--- src/rtl/gpio_pkg.sv ---
// Shared definitions for the GPIO pin controller.
//   - Register indices of the register map (6 and 7 are reserved).
//   - Encoding of the request/response FSM states.
package gpio_pkg;

    localparam int unsigned GPIO_DOUT  = 0;  // rw, pin output levels
    localparam int unsigned GPIO_OE    = 1;  // rw, pin output enables
    localparam int unsigned GPIO_DIN   = 2;  // ro, synchronised pin inputs
    localparam int unsigned GPIO_IEN   = 3;  // rw, interrupt enables
    localparam int unsigned GPIO_IPOL  = 4;  // rw, 1=rising, 0=falling
    localparam int unsigned GPIO_ISTAT = 5;  // w1c, sticky edge status

    typedef enum logic {
        ST_IDLE = 1'b0,
        ST_RESP = 1'b1
    } gpio_state_e;

endpackage

--- src/rtl/gpio_sync.sv ---
// Multi-stage input synchroniser for the asynchronous pin levels.
// Ports:
//   clk_i  in   clock
//   rst_i  in   synchronous active-high reset, clears every stage to 0
//   d_i    in   WIDTH asynchronous input levels
//   q_o    out  WIDTH synchronised levels (last stage of the chain)
module gpio_sync #(
    parameter int WIDTH  = 16,
    parameter int STAGES = 2
) (
    input  logic             clk_i,
    input  logic             rst_i,
    input  logic [WIDTH-1:0] d_i,
    output logic [WIDTH-1:0] q_o
);

    logic [WIDTH-1:0] stage_q [STAGES];

    always_ff @(posedge clk_i) begin
        if (rst_i) begin
            for (int i = 0; i < STAGES; i++) begin
                stage_q[i] <= '0;
            end
        end else begin
            stage_q[0] <= d_i;
            for (int i = 1; i < STAGES; i++) begin
                stage_q[i] <= stage_q[i-1];
            end
        end
    end

    assign q_o = stage_q[STAGES-1];

endmodule

--- src/rtl/gpio_pin_ctrl.sv ---
// Register-mapped GPIO pin controller.
// Accepts one register request at a time over a valid/ready request port and
// returns one response (for reads and writes) over a valid/ready response port.
// Handshake: a transfer happens on a rising edge where valid and ready are both 1;
// the response holds rsp_valid and rsp_rdata stable until rsp_ready is seen.
// Ports:
//   sig_clock     in   clock, all logic rising-edge
//   sig_reset     in   synchronous active-high reset
//   req_valid     in   request valid
//   req_ready     out  controller idle and able to take a request
//   req_write     in   1=write, 0=read
//   req_addr      in   ADDR_W register index
//   req_wdata     in   WIDTH write data
//   rsp_valid     out  response valid
//   rsp_ready     in   response accepted
//   rsp_rdata     out  WIDTH read data, 0 for writes
//   sig_data_in   in   WIDTH asynchronous pin levels
//   sig_data_out  out  WIDTH pin output levels (DOUT)
//   sig_data_oe   out  WIDTH pin output enables (OE), 1=drive
//   irq           out  registered |(ISTAT & IEN)
module gpio_pin_ctrl
    import gpio_pkg::*;
#(
    parameter int WIDTH       = 16,
    parameter int SYNC_STAGES = 2,
    parameter int ADDR_W      = 3
) (
    input  logic              sig_clock,
    input  logic              sig_reset,
    input  logic              req_valid,
    output logic              req_ready,
    input  logic              req_write,
    input  logic [ADDR_W-1:0] req_addr,
    input  logic [WIDTH-1:0]  req_wdata,
    output logic              rsp_valid,
    input  logic              rsp_ready,
    output logic [WIDTH-1:0]  rsp_rdata,
    input  logic [WIDTH-1:0]  sig_data_in,
    output logic [WIDTH-1:0]  sig_data_out,
    output logic [WIDTH-1:0]  sig_data_oe,
    output logic              irq
);

    // Edge detection stays disarmed this many cycles after reset release so
    // that pins already high during reset do not look like rising edges.
    localparam int ARM_CYCLES = SYNC_STAGES + 1;
    localparam int ARM_W      = $clog2(ARM_CYCLES + 1);

    gpio_state_e      state_q, state_d;
    logic [WIDTH-1:0] dout_q, dout_d;
    logic [WIDTH-1:0] oe_q, oe_d;
    logic [WIDTH-1:0] ien_q, ien_d;
    logic [WIDTH-1:0] ipol_q, ipol_d;
    logic [WIDTH-1:0] istat_q, istat_d;
    logic [WIDTH-1:0] rdata_q, rdata_d;
    logic [WIDTH-1:0] prev_q;
    logic [ARM_W-1:0] arm_cnt_q, arm_cnt_d;
    logic             irq_q;

    logic [WIDTH-1:0] din;
    logic [WIDTH-1:0] rise, fall, evt;
    logic [WIDTH-1:0] rd_val;
    logic [WIDTH-1:0] w1c;
    logic             armed;

    gpio_sync #(
        .WIDTH  (WIDTH),
        .STAGES (SYNC_STAGES)
    ) u_sync (
        .clk_i (sig_clock),
        .rst_i (sig_reset),
        .d_i   (sig_data_in),
        .q_o   (din)
    );

    // Edge detect and arming counter
    assign armed     = (arm_cnt_q == ARM_W'(ARM_CYCLES));
    assign arm_cnt_d = armed ? arm_cnt_q : arm_cnt_q + ARM_W'(1);
    assign rise      = din & ~prev_q;
    assign fall      = ~din & prev_q;
    assign evt       = armed ? ((ipol_q & rise) | (~ipol_q & fall)) : '0;

    // Read mux; reserved addresses return 0
    always_comb begin
        rd_val = '0;
        case (32'(req_addr))
            GPIO_DOUT:  rd_val = dout_q;
            GPIO_OE:    rd_val = oe_q;
            GPIO_DIN:   rd_val = din;
            GPIO_IEN:   rd_val = ien_q;
            GPIO_IPOL:  rd_val = ipol_q;
            GPIO_ISTAT: rd_val = istat_q;
            default:    rd_val = '0;
        endcase
    end

    // FSM next state, register writes and status update
    always_comb begin
        state_d = state_q;
        dout_d  = dout_q;
        oe_d    = oe_q;
        ien_d   = ien_q;
        ipol_d  = ipol_q;
        rdata_d = rdata_q;
        w1c     = '0;
        case (state_q)
            ST_IDLE: begin
                if (req_valid) begin
                    state_d = ST_RESP;
                    rdata_d = req_write ? '0 : rd_val;
                    if (req_write) begin
                        case (32'(req_addr))
                            GPIO_DOUT:  dout_d = req_wdata;
                            GPIO_OE:    oe_d   = req_wdata;
                            GPIO_IEN:   ien_d  = req_wdata;
                            GPIO_IPOL:  ipol_d = req_wdata;
                            GPIO_ISTAT: w1c    = req_wdata;
                            default:    ;
                        endcase
                    end
                end
            end
            ST_RESP: begin
                if (rsp_ready) begin
                    state_d = ST_IDLE;
                end
            end
            default: state_d = ST_IDLE;
        endcase
        // A new event wins over a clear of the same bit.
        istat_d = (istat_q & ~w1c) | evt;
    end

    always_ff @(posedge sig_clock) begin
        if (sig_reset) begin
            state_q   <= ST_IDLE;
            dout_q    <= '0;
            oe_q      <= '0;
            ien_q     <= '0;
            ipol_q    <= '0;
            istat_q   <= '0;
            rdata_q   <= '0;
            prev_q    <= '0;
            arm_cnt_q <= '0;
            irq_q     <= 1'b0;
        end else begin
            state_q   <= state_d;
            dout_q    <= dout_d;
            oe_q      <= oe_d;
            ien_q     <= ien_d;
            ipol_q    <= ipol_d;
            istat_q   <= istat_d;
            rdata_q   <= rdata_d;
            prev_q    <= din;
            arm_cnt_q <= arm_cnt_d;
            irq_q     <= |(istat_q & ien_q);
        end
    end

    assign req_ready    = (state_q == ST_IDLE);
    assign rsp_valid    = (state_q == ST_RESP);
    assign rsp_rdata    = rdata_q;
    assign sig_data_out = dout_q;
    assign sig_data_oe  = oe_q;
    assign irq          = irq_q;

endmodule
--- config.mk ---
export PLATFORM = sky130hd
export DESIGN_NAME = gpio_pin_ctrl
export DESIGN_NICKNAME = d
export VERILOG_FILES = /design/src/rtl/gpio_pkg.sv /design/src/rtl/gpio_sync.sv /design/src/rtl/gpio_pin_ctrl.sv
export SDC_FILE = /design/constraint.sdc
export NUM_CORES = 1
export LEC_CHECK = 0
export CAP_MARGIN = 5
export CORE_ASPECT_RATIO = 0.6
export CORE_MARGIN = 1.5
export CORE_UTILIZATION = 55
export CTS_BUF_LIST = sky130_fd_sc_hd__clkbuf_4 sky130_fd_sc_hd__clkbuf_8
export DETAILED_ROUTE_END_ITERATION = 6
export GPL_TIMING_DRIVEN = 0
export PLACE_DENSITY = 0.81
export SYNTH_ARGS = -nofsm -noshare
export SYNTH_HDL_FRONTEND = slang
export SYNTH_SLANG_ARGS = --single-unit
--- constraint.sdc ---
create_clock -name sig_clock -period 2.15 [get_ports sig_clock]
set_input_delay 0.43 -clock sig_clock [delete_from_list [all_inputs] [get_ports sig_clock]]
set_output_delay 0.43 -clock sig_clock [all_outputs]
set_load 0.02 [all_outputs]
After elaboration in Yosys (flattened, before gate mapping)
Memory sizes are Yosys's and may differ from the RTL's.
Index checks and enable logic that the tools add are counted.

cells by class
  add/sub/neg operators = 1
  multiply operators = 0
  div/mod/pow operators = 0
  magnitude comparators = 0
  equality and inequality tests = 6
  shift-type cells = 0
  multiplexer cells = 15
  bitwise logic cells = 15
  reductions and logical operators = 7

operator list
  cell                                                                    count
  16-bit two-way mux                                                      8
  16-bit AND                                                              6
  16-bit one-hot mux with 6 select lines                                  1
  16-bit NOT                                                              4
  16-bit OR                                                               2
  4-bit AND reduction                                                     4
  16-bit OR reduction                                                     1
  3-bit by 2-bit equality test with 1-bit output (second input constant)  2
  3-bit equality test (second input constant)                             2
  1-bit two-way mux                                                       5
  3-bit by 1-bit equality test with 1-bit output (second input constant)  1
  3-bit logical NOT                                                       1
  2-bit by 1-bit adder with 2-bit output (second input constant)          1
  2-bit equality test (second input constant)                             1
  1-bit OR                                                                2
  1-bit one-hot mux with 2 select lines                                   1
  2-bit AND reduction                                                     1
  1-bit NOT                                                               1

storage, ports and cells
  flip-flop bits (word level) = 116
  latch bits = 0
  bits in writable memories = 32
  ROM bits = 0
  output and inout bits = 51
  logic and storage cells = 55
  memories kept = 1

memory list
  memory          words  width  read ports  clocked after memory_dff  write ports  RTL line         RTL
  u_sync.stage_q  2      16     2           0                         2            gpio_sync.sv:17  logic [WIDTH-1:0] stage_q [STAGES];

Logic depth before layout (Yosys ltp)
Gate-level depths: netlist (run 1).

  depth after elaboration = 8
  gate-level depth with buffers = 7
  gate-level depth less buffers = 4

Cells and area by module
A second synthesis (run 1) with hierarchy kept.

second synthesis, totals
  cells, all modules = 670
  area, all modules = 6259.8 µm²

by module, submodules not included
  module         instances  cells each  area an instance (µm²)  sequential area each (µm²)
  gpio_pin_ctrl  1          587         5276.3                  2322.2
  gpio_sync      1          83          983.4                   640.6

Worst setup path before layout (run 1)
OpenSTA, ideal clock, no wires.

  path type = input to register
  start = input req_addr[2]
  end = register dout_q[0] (netlist: sig_data_out[0])
  setup time = 0.128 ns
  arrival time = 1.533 ns
  data required time = 2.022 ns
  path slack = 0.490 ns
  stages on the path = 5
  path buffers = 2
  cell sequence = buf_6 -> nor4_4 -> buf_6 -> mux2i_1 -> nor2_1

on the way
  word-level cells in the longest chain between the ends = 2

RTL lines
  item                                  RTL line              RTL
  start, declared                       gpio_pin_ctrl.sv:33   input logic [ADDR_W-1:0] req_addr,
  3-bit logical NOT                     gpio_pin_ctrl.sv:112  case (32'(req_addr))
  4-bit AND reduction (no source line)  -
  end signal, assigned                  gpio_pin_ctrl.sv:148  dout_q <= dout_d;
  end, declared                         gpio_pin_ctrl.sv:50   logic [WIDTH-1:0] dout_q, dout_d;

No other way between the ends.
A chain may end at the register's enable or synchronous reset.

Worst setup path in the final report (run 1)
  start = input sig_reset
  end = register oe_q[1] (netlist: sig_data_oe[1])

RTL lines
  item                  RTL line              RTL
  start, declared       gpio_pin_ctrl.sv:29   input logic sig_reset,
  end signal, assigned  gpio_pin_ctrl.sv:138  oe_q <= '0;
  end signal, assigned  gpio_pin_ctrl.sv:149  oe_q <= oe_d;
  end, declared         gpio_pin_ctrl.sv:51   logic [WIDTH-1:0] oe_q, oe_d;

No word-level cell between the ends.

==> metrics.txt, run 1 <==
result of the run=completed; Routed Antenna Nets=0; Worst Hold Class=reg2reg; Slew @ Worst Pin=0.903 ns; Finished Layout Cells=874; die area=11,700 µm²; Ys Warns=0; crit path from=sig_reset; total number of vias=5,127; CTS Hold Bufs=0; initial core utilization=57.0%; Die Y=84.3 µm; fraction of layout cells with a size suffix above 1=8.16%; delay of the slowest cell on the worst path=0.72 ns; # rows=29; Crit path required time=2.45 ns; first-pass iteration count of the detailed router=5; FFs w/ async S/R, synth=0%; Setup TNS=0 ns; Finish-stage setup viols=0; Setup crit start kind=input pin; CP top delay family=buffers and inverters; clk_skew=0.0113 ns; Worst slew margin=39.8%; PostCTS Resize Cnt=0; Post-synth EDFFs=0; Worst Path Buf+Inv=3; Crit Path Class=in2reg; fin area=7540 µm²; via/cell ratio=5.87; nets=764; Fin. Hold Viols=0; Hold Path Origin=u_sync.stage_q[0][6]$_SDFF_PP0_; gr usage total=30.7%; Die W=139 µm; DR WL/cell=20.1 µm; CTS tree=yes; core area=10,600 µm²; Yosys reg bits=148; RSZ-0062 raised after global routing=no; largest net degree at the start of global routing=17; CTS sink cnt=148; First DRT Iteration DRCs=653; DRC=0; clock root cell=clkbuf_8; MaxCap Viol Count=0; ys flop type=dfxtp_1; Max clock buf depth=2; Cell Chain, Critical Path=clkdlybuf4s50_1 -> clkbuf_1 -> buf_1 -> nor2_1; Yosys cell types=38; CP max FO=10; PD cells=768 nW/µm²; vias in the first global route=4,909; slowest CP cell=buf_1; placed insts=843; syn_nets=658; Skew-Pair Late Insertion Delay=0.45 ns; Max Clk Rate=0.489 GHz; I/O pins=91; static leakage=3.02 nW; synthesized area per cell=9.82 µm²; ant diodes=0; worst reg2reg path startpoint=rsp_valid$_SDFF_PP0_; Reg clk slew, reported paths=0.08 ns; number of CTS-inserted buffers=17; CP endpoint kind=register; Port-buffer cells=87; routability cong.=0.936; post-synthesis instance total=617; Routed WL=17.6 mm; H-tree depth=4; Max VDD drop=501 µV; max-slew violation count=0; register area share after synthesis=48.9%; Post-DP Area=7110 µm²; fin crit period=2.04 ns; Mapped Area=6060 µm²; HPWL after DPL=12.4 mm; period utilization=95.0%; Post-CTS Setup Repair Bufs=0; first-pass GRT wire length=26.9 mm; grt ovf=0; initial antenna violation count=1; Arr. time, crit path=2.34 ns; P&R area growth vs syn=24.4%
[per-layer routing]
metal | up-vias | track usage (%) | share of wire, %
li1 | 2330 | - | -
met5 | - | 0 | 0
met2 | 315 | 46.1 | 43
met1 | 2442 | 43.1 | 44
met4 | 0 | 10.8 | 1.9
met3 | 40 | 7.99 | 11
[final timing paths]
| path | to | slack, ns | cells past startpoint |
|---|---|---|---|
| setup / recovery | sig_data_oe[1]$_SDFFE_PP0P_ | 0.11 | 4 |
| hold / removal | u_sync.stage_q[0][22]$_SDFF_PP0_ | 0.44 | 1 |
| setup reg to reg | sig_data_out[2]$_SDFFE_PP0P_ | 0.23 | 5 |
| hold reg to reg | u_sync.stage_q[0][22]$_SDFF_PP0_ | 0.44 | 1 |
[Yosys cell counts (2+ instances only)]
master     instances  area share, %
dfxtp_1          148             49
nor2_1            93            5.8
mux2i_1           87             14
nor2b_1           60            6.2
o21ai_0           46            3.8
inv_1             23            1.4
nand2_1           23            1.4
clkbuf_1          18            1.1
a21oi_1           16            1.3
nor3b_1           16            2.0
o22ai_1           16            1.7
mux4_2             8            3.0
buf_4              7           0.87
buf_1              6           0.37
buf_6              6            1.1
o221ai_1           6           0.87
o2bb2ai_1          6           0.87
a221oi_1           3           0.43
a22o_1             3           0.43
buf_2              3           0.25
a22oi_1            2           0.25
and3_1             2           0.21
mux4_1             2           0.87
nand2b_1           2           0.21
o21ai_1            2           0.17
[through the flow]
stage | setup slack, ns | total power [mW] | hold slack, ns | utilization [%]
floorplan | 0.490 | 3.20 | 0.414 | -
global placement | -0.382 | 3.45 | 0.419 | 66.8
detailed placement | -0.387 | 3.46 | 0.421 | 66.8
CTS | 0.0848 | 5.79 | 0.439 | 70.9
global route | 0.0598 | 5.97 | 0.459 | 70.9
finish | 0.106 | 5.79 | 0.438 | 70.9
[cell type report]
type | instances | area (µm²)
Tap cell | 139 | 174
Multi-Input combinational cell | 405 | 2780
Fill cell | 801 | 3090
Timing Repair Buffer | 87 | 871
Clock buffer | 17 | 234
Inverter | 23 | 86.3
Sequential cell | 148 | 2960
Clock inverter | 14 | 203
Buffer | 41 | 230
[flip-flops by register name, summed over array words and instances (netlist names)]
register / flops
rsp_valid: 1
u_sync.stage_q: 32
arm_cnt_q: 2
sig_data_out: 16
irq: 1
ipol_q: 16
prev_q: 16
rsp_rdata: 16
sig_data_oe: 16
istat_q: 16
ien_q: 16
[power breakdown]
group | switching, mW | internal, mW
registers | 0.0583 | 2.82
clock network | 1.10 | 1.28
logic | 0.306 | 0.233
[worst reg2reg max path, delay by kind of cell (launching register included)]
| family | cells | cell delay (ns) |
|---|---|---|
| buffers and inverters | 1 | 0.32 |
| flip-flops | 1 | 0.37 |
| multiplexers | 1 | 0.22 |
| AND/OR/NAND/NOR | 3 | 0.86 |
[cells by family (layout without fill, tap and decap cells)]
group	after synthesis	in the layout	share of synthesized area, %
muxes	97	97	18.2
adders and majority gates	1	1	0.206
xor gates and xnor gates	1	1	0.145
AOI/OAI and AO/OA	102	102	10.0
DFF	148	148	48.9
and+or+nand+nor	204	204	17.3
buffers and inverters	64	182	5.22
[cell usage in the layout (no fill, tap or decap), types with 4 or more instances in the layout]
master,count
a21oi_1,16
buf_1,6
buf_4,7
buf_6,6
bufinv_16,4
clkbuf_1,18
clkbuf_8,17
clkdlybuf4s50_1,87
clkinv_4,4
dfxtp_1,148
inv_1,23
inv_6,4
mux2i_1,87
mux4_2,8
nand2_1,23
nor2_1,93
nor2b_1,60
nor3b_1,16
o21ai_0,46
o221ai_1,6
o22ai_1,16
o2bb2ai_1,6
No activity file was read; power rests on OpenSTA's default activity.
==> run 2: changes to the inputs <==
--- a/config.mk
+++ b/config.mk
@@ -8,11 +8,11 @@
 export CAP_MARGIN = 5
 export CORE_ASPECT_RATIO = 0.6
 export CORE_MARGIN = 1.5
-export CORE_UTILIZATION = 55
+export CORE_UTILIZATION = 56
 export CTS_BUF_LIST = sky130_fd_sc_hd__clkbuf_4 sky130_fd_sc_hd__clkbuf_8
 export DETAILED_ROUTE_END_ITERATION = 6
 export GPL_TIMING_DRIVEN = 0
-export PLACE_DENSITY = 0.81
+export PLACE_DENSITY = 0.82
 export SYNTH_ARGS = -nofsm -noshare
 export SYNTH_HDL_FRONTEND = slang
 export SYNTH_SLANG_ARGS = --single-unit
==> run 2 against run 1 <==
- clock power shrank 10%
- clock skew grew 0.0011 ns
- utilization grew 0.096 points
- wire length shrank 0.34%
- worst setup slack gained 0.030 ns
- hold slack gained 0.0020 ns
==> metrics.txt, run 2 (synthesized netlist as in run 1, its figures left out) <==
Max Clk Rate=0.497 GHz (+1.5%); most frequent cells in the layout=dfxtp_1 (148), nor2_1 (93), mux2i_1 (87), clkdlybuf4s50_1 (87), nor2b_1 (60); max-slew violation count=0 (unchanged); Fin. Hold Viols=0 (unchanged); Max clock buf depth=2 (unchanged); first-pass iteration count of the detailed router=6 (+1); Cell Chain, Critical Path=clkdlybuf4s50_1 -> nand3b_4 -> nor4_4 -> buf_6 -> mux2i_1 -> nor2_1; Largest Register=u_sync.stage_q; Skew-Pair Late Insertion Delay=0.46 ns (about the same); Switching Share=25.9% (+0.58 points); result of the run=completed; nets=765 (+0.13%); number of CTS-inserted buffers=17 (unchanged); I/O pins=91 (unchanged); gr usage total=31.4% (+0.66 points); Routed WL=17.5 mm (-0.34%); vias in the first global route=4,790 (-2.4%); Hold Worst Slack=0.440 ns (+0.00199 ns); Switch Pwr=1.44 mW (-1.9%); Finish-stage setup viols=0 (unchanged); PD cells=741 nW/µm² (-3.5%); slowest CP cell=nor4_4; Routed Antenna Nets=0 (unchanged); Port-buffer cells=87 (unchanged); Comb pwr share=9.8% (+0.5 points); DR WL/cell=20.1 µm (-0.45%); clock share of power=38.5% (-2.6 points); grt ovf=0 (unchanged); PnR worst setup slack=0.137 ns (+0.0304 ns); clock root cell=clkbuf_8; Worst slew margin=46.6% (+6.8 points); via/cell ratio=5.88 (+0.16%); Largest register FFs=32 (unchanged); total number of vias=5,141 (+0.27%); CP top delay family=buffers and inverters; First DRT Iteration DRCs=647 (-0.92%); Reg clk slew, reported paths=0.08 ns (about the same); HPWL after DPL=12.3 mm (-0.64%); Worst Hold Class=reg2reg; core area=10,600 µm² (-0.68%); CP endpoint kind=register; routability cong.=0.966 (+3.2%); first-pass GRT wire length=26.4 mm (-2.0%); MaxCap Viol Count=0 (unchanged); clk_skew=0.0124 ns (+0.00106 ns); fin area=7500 µm² (-0.55%); Max VDD drop=630 µV (+26%); Die W=137 µm (-0.88%); Top Usage Layer GRT=met1; die area=11,500 µm² (-1.7%); static leakage=3.00 nW (-0.72%); Power, Total=5.56 mW (-4.1%); period utilization=93.6% (-1.4 points); RSZ-0062 raised after global routing=no; # rows=29 (unchanged); M3 GR Usage=11.1% (+3.1 points); CP max FO=10 (unchanged); Setup crit start kind=input pin; PostCTS Resize Cnt=0 (unchanged); Crit Path Class=in2reg; Crit path required time=2.47 ns (+0.02 ns); DRC=0 (unchanged); fin crit period=2.01 ns (-0.0304 ns); P&R area growth vs syn=23.8%; largest net degree at the start of global routing=17 (unchanged); CTS sink cnt=148 (unchanged); Flop pwr share=51.7% (+2.1 points); GRT met2 Usage=44.3% (-1.8 points); ant diodes=0 (unchanged); CTS Hold Bufs=0 (unchanged); Die Y=83.6 µm (-0.87%); P_int=4.12 mW (-4.8%); commonest non-fill, non-tap cell in the layout=dfxtp_1; Arr. time, crit path=2.33 ns (about the same); initial antenna violation count=0 (-1); global-route met1 utilization=44.3% (+1.2 points); fill cell count=758 (-5.4%); fraction of layout cells with a size suffix above 1=8.29% (+0.12 points); CTS tree=yes; Slew @ Worst Pin=0.800 ns (-0.103 ns); H-tree depth=4 (unchanged); Post-DP Area=7110 µm² (unchanged); initial core utilization=57.4% (+0.39 points); DP Worst Slack=-0.294 ns (+0.0930 ns); Worst Path Buf+Inv=2 (-1); delay of the slowest cell on the worst path=0.60 ns (-0.12 ns)
-- run 2: cell types whose count changed in the layout (fill, tap and decap cells not counted), sizes merged --
cell | before | now
clkbuf | 36 | 38
buf | 22 | 23
inv | 27 | 24
clkinv | 5 | 6
bufinv | 4 | 2
clkinvlp | 1 | 3
-- run 2: layer usage --
metal  wire [µm]  vias up
met2        7490      327
met3        2200       42
met4         404        0
met1        7440     2449
li1            -     2323
met5           0        -
-- run 2: worst paths after layout --
path / start / endpoint / slack, ns / cells past startpoint
hold / removal: u_sync.stage_q[0][9]$_SDFF_PP0_ / u_sync.stage_q[0][25]$_SDFF_PP0_ / 0.44 / 1
setup / recovery: req_valid / sig_data_out[6]$_SDFFE_PP0P_ / 0.14 / 6
setup reg to reg: rsp_valid$_SDFF_PP0_ / sig_data_out[6]$_SDFFE_PP0P_ / 0.24 / 5
hold reg to reg: u_sync.stage_q[0][9]$_SDFF_PP0_ / u_sync.stage_q[0][25]$_SDFF_PP0_ / 0.44 / 1
-- run 2: layout make-up --
type / count / area [µm²] / area share (%)
Inverter: 23 / 86.3 / 1.15
Clock buffer: 19 / 255 / 3.40
Buffer: 41 / 230 / 3.07
Tap cell: 139 / 174 / 2.32
Clock inverter: 12 / 133 / 1.77
Multi-Input combinational cell: 405 / 2780 / 37.1
Sequential cell: 148 / 2960 / 39.5
Timing Repair Buffer: 88 / 878 / 11.7
-- run 2: per-stage QoR --
step,utilization (%),cells,TNS [ns]
after floorplan,-,617,0
after global placement,67.3,843,-9.04
after detailed placement,67.3,843,-12.19
after CTS,71.0,874,0
after global routing,71.0,875,0
final,71.0,875,0
-- run 2: timing repair --
item,in CTS,in global routing
buffers inserted,0,1
endpoints found under the hold margin,0,0
endpoints found under the setup margin,0,1
-- run 2: power groups by stage --
stage / Clock (mW) / Sequential, mW / Combinational [mW]
after floorplan: 0 / 2.95 / 0.258
after global placement: 0 / 2.93 / 0.515
after detailed placement: 0 / 2.94 / 0.531
after CTS: 2.14 / 2.87 / 0.533
after global routing: 2.28 / 2.88 / 0.573
final: 2.14 / 2.88 / 0.545
-- run 2: worst reg2reg max path: stages (launching register included) --
cell and delay [ns]:
dfxtp_1 0.38, nand3b_4 0.20, nor4_4 0.60, buf_6 0.30
mux2i_1 0.24, nor2_1 0.06
